<file path="src/rtl/uart_receiver.sv">
// rtl/uart_receiver.sv - UART receive stage, 8N1 (8E1 with UART_RX_PARITY_EN), 16x oversampling
//
// Optional feature macro: UART_RX_PARITY_EN
//   defined   : 8E1 frames, PARITY state present, RX_PERR driven
//   undefined : 8N1 frames, RX_PERR tied to 0
//
// Ports:
//   sysclk    in   1  system clock, all logic on rising edge
//   reset     in   1  synchronous active-high reset
//   UART_RX   in   1  asynchronous serial line, idle high
//   RX_DATA   out  8  last correctly received byte
//   RX_STATUS out  1  one-cycle pulse when RX_DATA is updated
//   RX_FERR   out  1  one-cycle pulse on framing error (stop bit sampled 0)
//   RX_PERR   out  1  one-cycle pulse on parity error

module uart_receiver #(
  parameter int CLK_FREQ   = 100000000,
  parameter int BAUD_RATE  = 9600,
  parameter int OVERSAMPLE = 16
) (
  input  logic       sysclk,
  input  logic       reset,
  input  logic       UART_RX,
  output logic [7:0] RX_DATA,
  output logic       RX_STATUS,
  output logic       RX_FERR,
  output logic       RX_PERR
);

  // DIV must be at least 1; OVERSAMPLE is fixed at 16 so the tick counter
  // mid/end points below are hard-coded as 7 and 15.
  localparam int               DIV     = CLK_FREQ / (BAUD_RATE * OVERSAMPLE);
  localparam int               DIV_W   = (DIV > 1) ? $clog2(DIV) : 1;
  localparam logic [DIV_W-1:0] DIV_MAX = DIV_W'(DIV - 1);

  typedef enum logic [2:0] {
    S_IDLE   = 3'd0,
    S_START  = 3'd1,
    S_DATA   = 3'd2,
`ifdef UART_RX_PARITY_EN
    S_PARITY = 3'd3,
`endif
    S_STOP   = 3'd4,
    S_BREAK  = 3'd5
  } state_t;

  state_t           state, state_nxt;
  logic             rx_meta, rx_s;
  logic [DIV_W-1:0] div_cnt;
  logic             tick;
  logic [3:0]       tick_cnt, tick_cnt_nxt;
  logic [2:0]       bit_cnt, bit_cnt_nxt;
  logic [7:0]       shift, shift_nxt;
  logic [7:0]       data_nxt;
  logic             status_nxt, ferr_nxt;
`ifdef UART_RX_PARITY_EN
  logic             par_bit, par_nxt;
  logic             perr_nxt;
  logic             par_bad;

  // Even parity: the data bits plus the parity bit must XOR to 0.
  assign par_bad = ^{shift, par_bit};
`endif

  assign tick = (div_cnt == DIV_MAX);

  always_ff @(posedge sysclk) begin
    if (reset) begin
      rx_meta   <= 1'b1;
      rx_s      <= 1'b1;
      div_cnt   <= '0;
      state     <= S_IDLE;
      tick_cnt  <= 4'd0;
      bit_cnt   <= 3'd0;
      shift     <= 8'h00;
      RX_DATA   <= 8'h00;
      RX_STATUS <= 1'b0;
      RX_FERR   <= 1'b0;
`ifdef UART_RX_PARITY_EN
      par_bit   <= 1'b0;
      RX_PERR   <= 1'b0;
`endif
    end else begin
      rx_meta   <= UART_RX;
      rx_s      <= rx_meta;
      div_cnt   <= tick ? '0 : div_cnt + 1'b1;
      state     <= state_nxt;
      tick_cnt  <= tick_cnt_nxt;
      bit_cnt   <= bit_cnt_nxt;
      shift     <= shift_nxt;
      RX_DATA   <= data_nxt;
      RX_STATUS <= status_nxt;
      RX_FERR   <= ferr_nxt;
`ifdef UART_RX_PARITY_EN
      par_bit   <= par_nxt;
      RX_PERR   <= perr_nxt;
`endif
    end
  end

`ifndef UART_RX_PARITY_EN
  assign RX_PERR = 1'b0;
`endif

  always_comb begin
    state_nxt    = state;
    tick_cnt_nxt = tick_cnt;
    bit_cnt_nxt  = bit_cnt;
    shift_nxt    = shift;
    data_nxt     = RX_DATA;
    status_nxt   = 1'b0;
    ferr_nxt     = 1'b0;
`ifdef UART_RX_PARITY_EN
    par_nxt      = par_bit;
    perr_nxt     = 1'b0;
`endif
    if (tick) begin
      case (state)
        S_IDLE: begin
          if (!rx_s) begin
            state_nxt    = S_START;
            tick_cnt_nxt = 4'd0;
          end
        end
        S_START: begin
          if (tick_cnt == 4'd7) begin
            tick_cnt_nxt = 4'd0;
            bit_cnt_nxt  = 3'd0;
            // A line that is high again by mid start bit was only a glitch.
            state_nxt    = rx_s ? S_IDLE : S_DATA;
          end else begin
            tick_cnt_nxt = tick_cnt + 4'd1;
          end
        end
        S_DATA: begin
          if (tick_cnt == 4'd15) begin
            tick_cnt_nxt       = 4'd0;
            shift_nxt[bit_cnt] = rx_s;
            if (bit_cnt == 3'd7) begin
`ifdef UART_RX_PARITY_EN
              state_nxt = S_PARITY;
`else
              state_nxt = S_STOP;
`endif
            end else begin
              bit_cnt_nxt = bit_cnt + 3'd1;
            end
          end else begin
            tick_cnt_nxt = tick_cnt + 4'd1;
          end
        end
`ifdef UART_RX_PARITY_EN
        S_PARITY: begin
          if (tick_cnt == 4'd15) begin
            tick_cnt_nxt = 4'd0;
            par_nxt      = rx_s;
            state_nxt    = S_STOP;
          end else begin
            tick_cnt_nxt = tick_cnt + 4'd1;
          end
        end
`endif
        S_STOP: begin
          if (tick_cnt == 4'd15) begin
            tick_cnt_nxt = 4'd0;
            // Leaving at mid stop bit lets a zero-gap next start edge be seen.
            if (rx_s) begin
`ifdef UART_RX_PARITY_EN
              if (par_bad) begin
                perr_nxt = 1'b1;
              end else begin
                data_nxt   = shift;
                status_nxt = 1'b1;
              end
`else
              data_nxt   = shift;
              status_nxt = 1'b1;
`endif
              state_nxt = S_IDLE;
            end else begin
              ferr_nxt  = 1'b1;
`ifdef UART_RX_PARITY_EN
              perr_nxt  = par_bad;
`endif
              state_nxt = S_BREAK;
            end
          end else begin
            tick_cnt_nxt = tick_cnt + 4'd1;
          end
        end
        S_BREAK: begin
          // Hold off until the line recovers so a stuck-low line is one error.
          if (rx_s) state_nxt = S_IDLE;
        end
        default: state_nxt = S_IDLE;
      endcase
    end
  end

endmodule

</file>
<file path="config.mk">
export PLATFORM = sky130hd
export DESIGN_NAME = uart_receiver
export DESIGN_NICKNAME = d
export VERILOG_FILES = /design/src/rtl/uart_receiver.sv
export SDC_FILE = /design/constraint.sdc
export NUM_CORES = 1
export LEC_CHECK = 0
export ABC_CLOCK_PERIOD_IN_PS = 2600
export CORE_MARGIN = 5
export CORE_UTILIZATION = 55
export CTS_CLUSTER_DIAMETER = 120
export DETAILED_ROUTE_END_ITERATION = 10
export PLACE_DENSITY = 0.75
export SYNTH_ARGS = -nofsm -noshare
export SYNTH_HDL_FRONTEND = slang
export SYNTH_SLANG_ARGS = --single-unit
</file>
<file path="constraint.sdc">
create_clock -name sysclk -period 2.6 [get_ports sysclk]
set_clock_uncertainty 0.15 [all_clocks]
set_input_delay 0.65 -clock sysclk [delete_from_list [all_inputs] [get_ports sysclk]]
set_output_delay 0.65 -clock sysclk [all_outputs]
set_load 0.02 [all_outputs]
</file>
==> impl_metrics.yaml <==
global_route:
  overflow: 0
  grt_max_degree: 26
  grt_use_total_pct: 17.2
  antenna_found_initial: 0
  grt_pass1_vias: 1503
  grt_pass1_wl_um: 6870
yosys:
  async_reset_ff_share_pct: 0
  ys_ff_latch: 40
  syn_inst: 232
  syn_avg_cell_area_um2: 8.43
  ys_types: 45
  synth_commonest_cells: "40 x dfxtp_1, 19 x nand3_1, 18 x nand2_1, 16 x nor2_1"
  yosys-top-cells-area: "dfxtp_1 41%, nand3_1 4.9%, mux2i_1 4.1%"
  synth_edf_count: 0
  synth_seq_area_share_pct: 40.9
  syn_nets: 240
  post-synth-top-count-cell: "dfxtp_1"
  netlist.area_leader.share_pct: 40.9
  synth.cell_area_um2: 1960
  synth_largest_area_cell: "dfxtp_1"
  yosys_warnings: 0
  synth_ff_type: "dfxtp_1"
clock_network:
  postCtsHoldBufs: 0
  cts_sinks: 40
  cts_root_buf: "clkbuf_4"
  numCtsBuffers: 5
  cts.path.max_buffers: 2
  cts_tree: "built"
  post_cts_buffers: 0
  cts.reportedPaths.clkPinSlew_ps: 110
  htree_levels: 2
  cts_resized: 0
  insertion_delay_ps: 340
layout:
  nFillCells: 296
  fin_util_pct: 64.6
  nets: 248
  area_growth_pct: 12.0
  drive_gt1_share_pct: 8.30
  antenna_cells: 0
sta:
  grt_setup_unrepaired: "no"
  hold_violations: 0
  period_minus_slack_ps: 2430
  fin_crit_sh_pct: 93.3
  drv_slew: 0
  slew_headroom_pct: 62.6
  maxClockFrequency_ghz: 0.412
  setup-tns-final_ps: 0
  setup_viol: 0
  tightest_slew_ps: 556
worst_setup_path:
  rrSetupSlack_ps: 170
  r2r_cells: 4
  critPathLaunchType: "flip-flop"
  critical_path_required_ps: 2700
  end_kind: "flip-flop"
  rr_endpoint: "state[0]"
  timing_worst_setup_path_type: "flip-flop to flip-flop"
  arrival_ps: 2520
  path_max_fanout: 7
  crit-reg2reg-launch: "div_cnt[5]"
die:
  die_h_um: 69.6
  dieArea_um2: 4850
  core_area_um2: 3390
  die_width_um: 69.6
  start_util_pct: 57.7
  std_cell_rows: 21
  pin_count: 14
routing:
  initialDrtViolationCount: 168
  via_count: 1657
  drc: 0
  via_per_inst: 5.77
  wl_um: 4000
  ant_nets: 0
  routedWlPerCell_um: 13.9
  dr.pass1.iters: 4
pwr:
  power_density_nw_per_um2: 483
  power_frac_seq_pct: 59.0
  swShare_pct: 21.5
  intPower_uw: 831
  pwr-share-clk_pct: 38.0
  switching_power_uw: 227
  combPwrFrac_pct: 3.1
  vdd_drop_max_mv: 0.329
  p_leak_uw: 0.000742
place:
  hpwl_um: 2730
  globalplace.congestion: 0.809
  portBuffers: 12
min_path:
  hold_path_depth: 1
  holdPathEnd: "rx_s"
  hp-start: "rx_meta"
  hold_class: "flip-flop to flip-flop"
status:
  status: "finished clean"
flow_run:
  maxCapViolCount: 0
==> per-stage QoR <==
stage	std cells	setup slack, ps	area (µm²)	hold WS (ps)	power [µW]
finish	287	174	2190	269	1060
global route	287	103	2190	303	1100
CTS	287	169	2190	280	1060
detailed placement	279	187	2110	249	670
global placement	279	213	2110	244	670
floorplan	232	261	1960	239	659
==> how the worst max path moves through the flow <==
stage	from	endpoint	slack [ps]	depth (start not counted)
2_1_floorplan	div_cnt[5]	state[0]	260	5
3_3_place_gp	div_cnt[5]	state[0]	210	4
3_5_place_dp	div_cnt[5]	state[0]	190	4
4_1_cts	div_cnt[5]	state[0]	170	4
5_1_grt	div_cnt[5]	state[0]	100	4
6_report	div_cnt[5]	state[0]	170	4
==> final cells by class <==
type | count | area [µm²] | share of cell area, %
timing repair buffer | 19 | 173 | 7.89
sequential | 40 | 801 | 36.6
clock buffer | 6 | 41.3 | 1.89
multi-input combinational | 168 | 1060 | 48.4
inverter | 6 | 22.5 | 1.03
tap | 46 | 57.6 | 2.63
clock inverter | 2 | 35.0 | 1.60
==> power by group through the flow <==
stage / combinational [µW] / clock (µW) / sequential [µW]
global route: 35.5 / 438 / 625
CTS: 32.2 / 407 / 624
finish: 32.4 / 401 / 624
floorplan: 22.7 / 0 / 636
detailed placement: 32.2 / 0 / 638
global placement: 32.1 / 0 / 638
==> layout by cell type, fill, tap and decap left out, types with 5 or more instances in the layout <==
master and n:
clkbuf_4 5, inv_1 6, ha_1 5, nand4_1 5, dfxtp_1 40, nand2_1 18, a21oi_1 13, o21ai_0 10
clkdlybuf4s50_1 12, buf_4 7, nor3_1 9, nand3_1 19, mux2i_1 8, nor2_1 16, o21ai_1 5, xnor2_1 7
==> state kept, by name, indices dropped and copies added (netlist names) <==
| signal | flops |
|---|---|
| rx_meta | 1 |
| bit_cnt | 3 |
| shift | 8 |
| state | 3 |
| rx_s | 1 |
| RX_FERR | 1 |
| RX_STATUS | 1 |
| RX_DATA | 8 |
| div_cnt | 10 |
| tick_cnt | 4 |
==> cells by family (layout without fill, tap and decap cells) <==
kind of cell,count (synthesis),after routing,synth area share [%]
multiplexers,9,9,4.86
AO/OA/AOI/OAI,43,43,13.5
XOR/XNOR,9,9,4.03
buffers and inverters,24,33,4.86
flip-flops,40,40,40.9
other,1,1,0.192
AND/OR/NAND/NOR,101,101,28.4
adder cells (fa/ha/maj),5,5,3.20
==> critical path, cell delays in order, from the launching register on <==
cell and delay [ps]:
dfxtp_1 350, or4b_4 560, or4_1 650, a211o_1 320, mux2_4 300
==> metal layers <==
layer,up-vias,GRT usage [%],share of wire (%)
met2,22,26.8,44
li1,853,-,-
met3,9,3.33,3.6
met5,-,0,0
met4,0,7.66,2.2
met1,773,23.0,50
No activity file was read; power rests on OpenSTA's default activity.
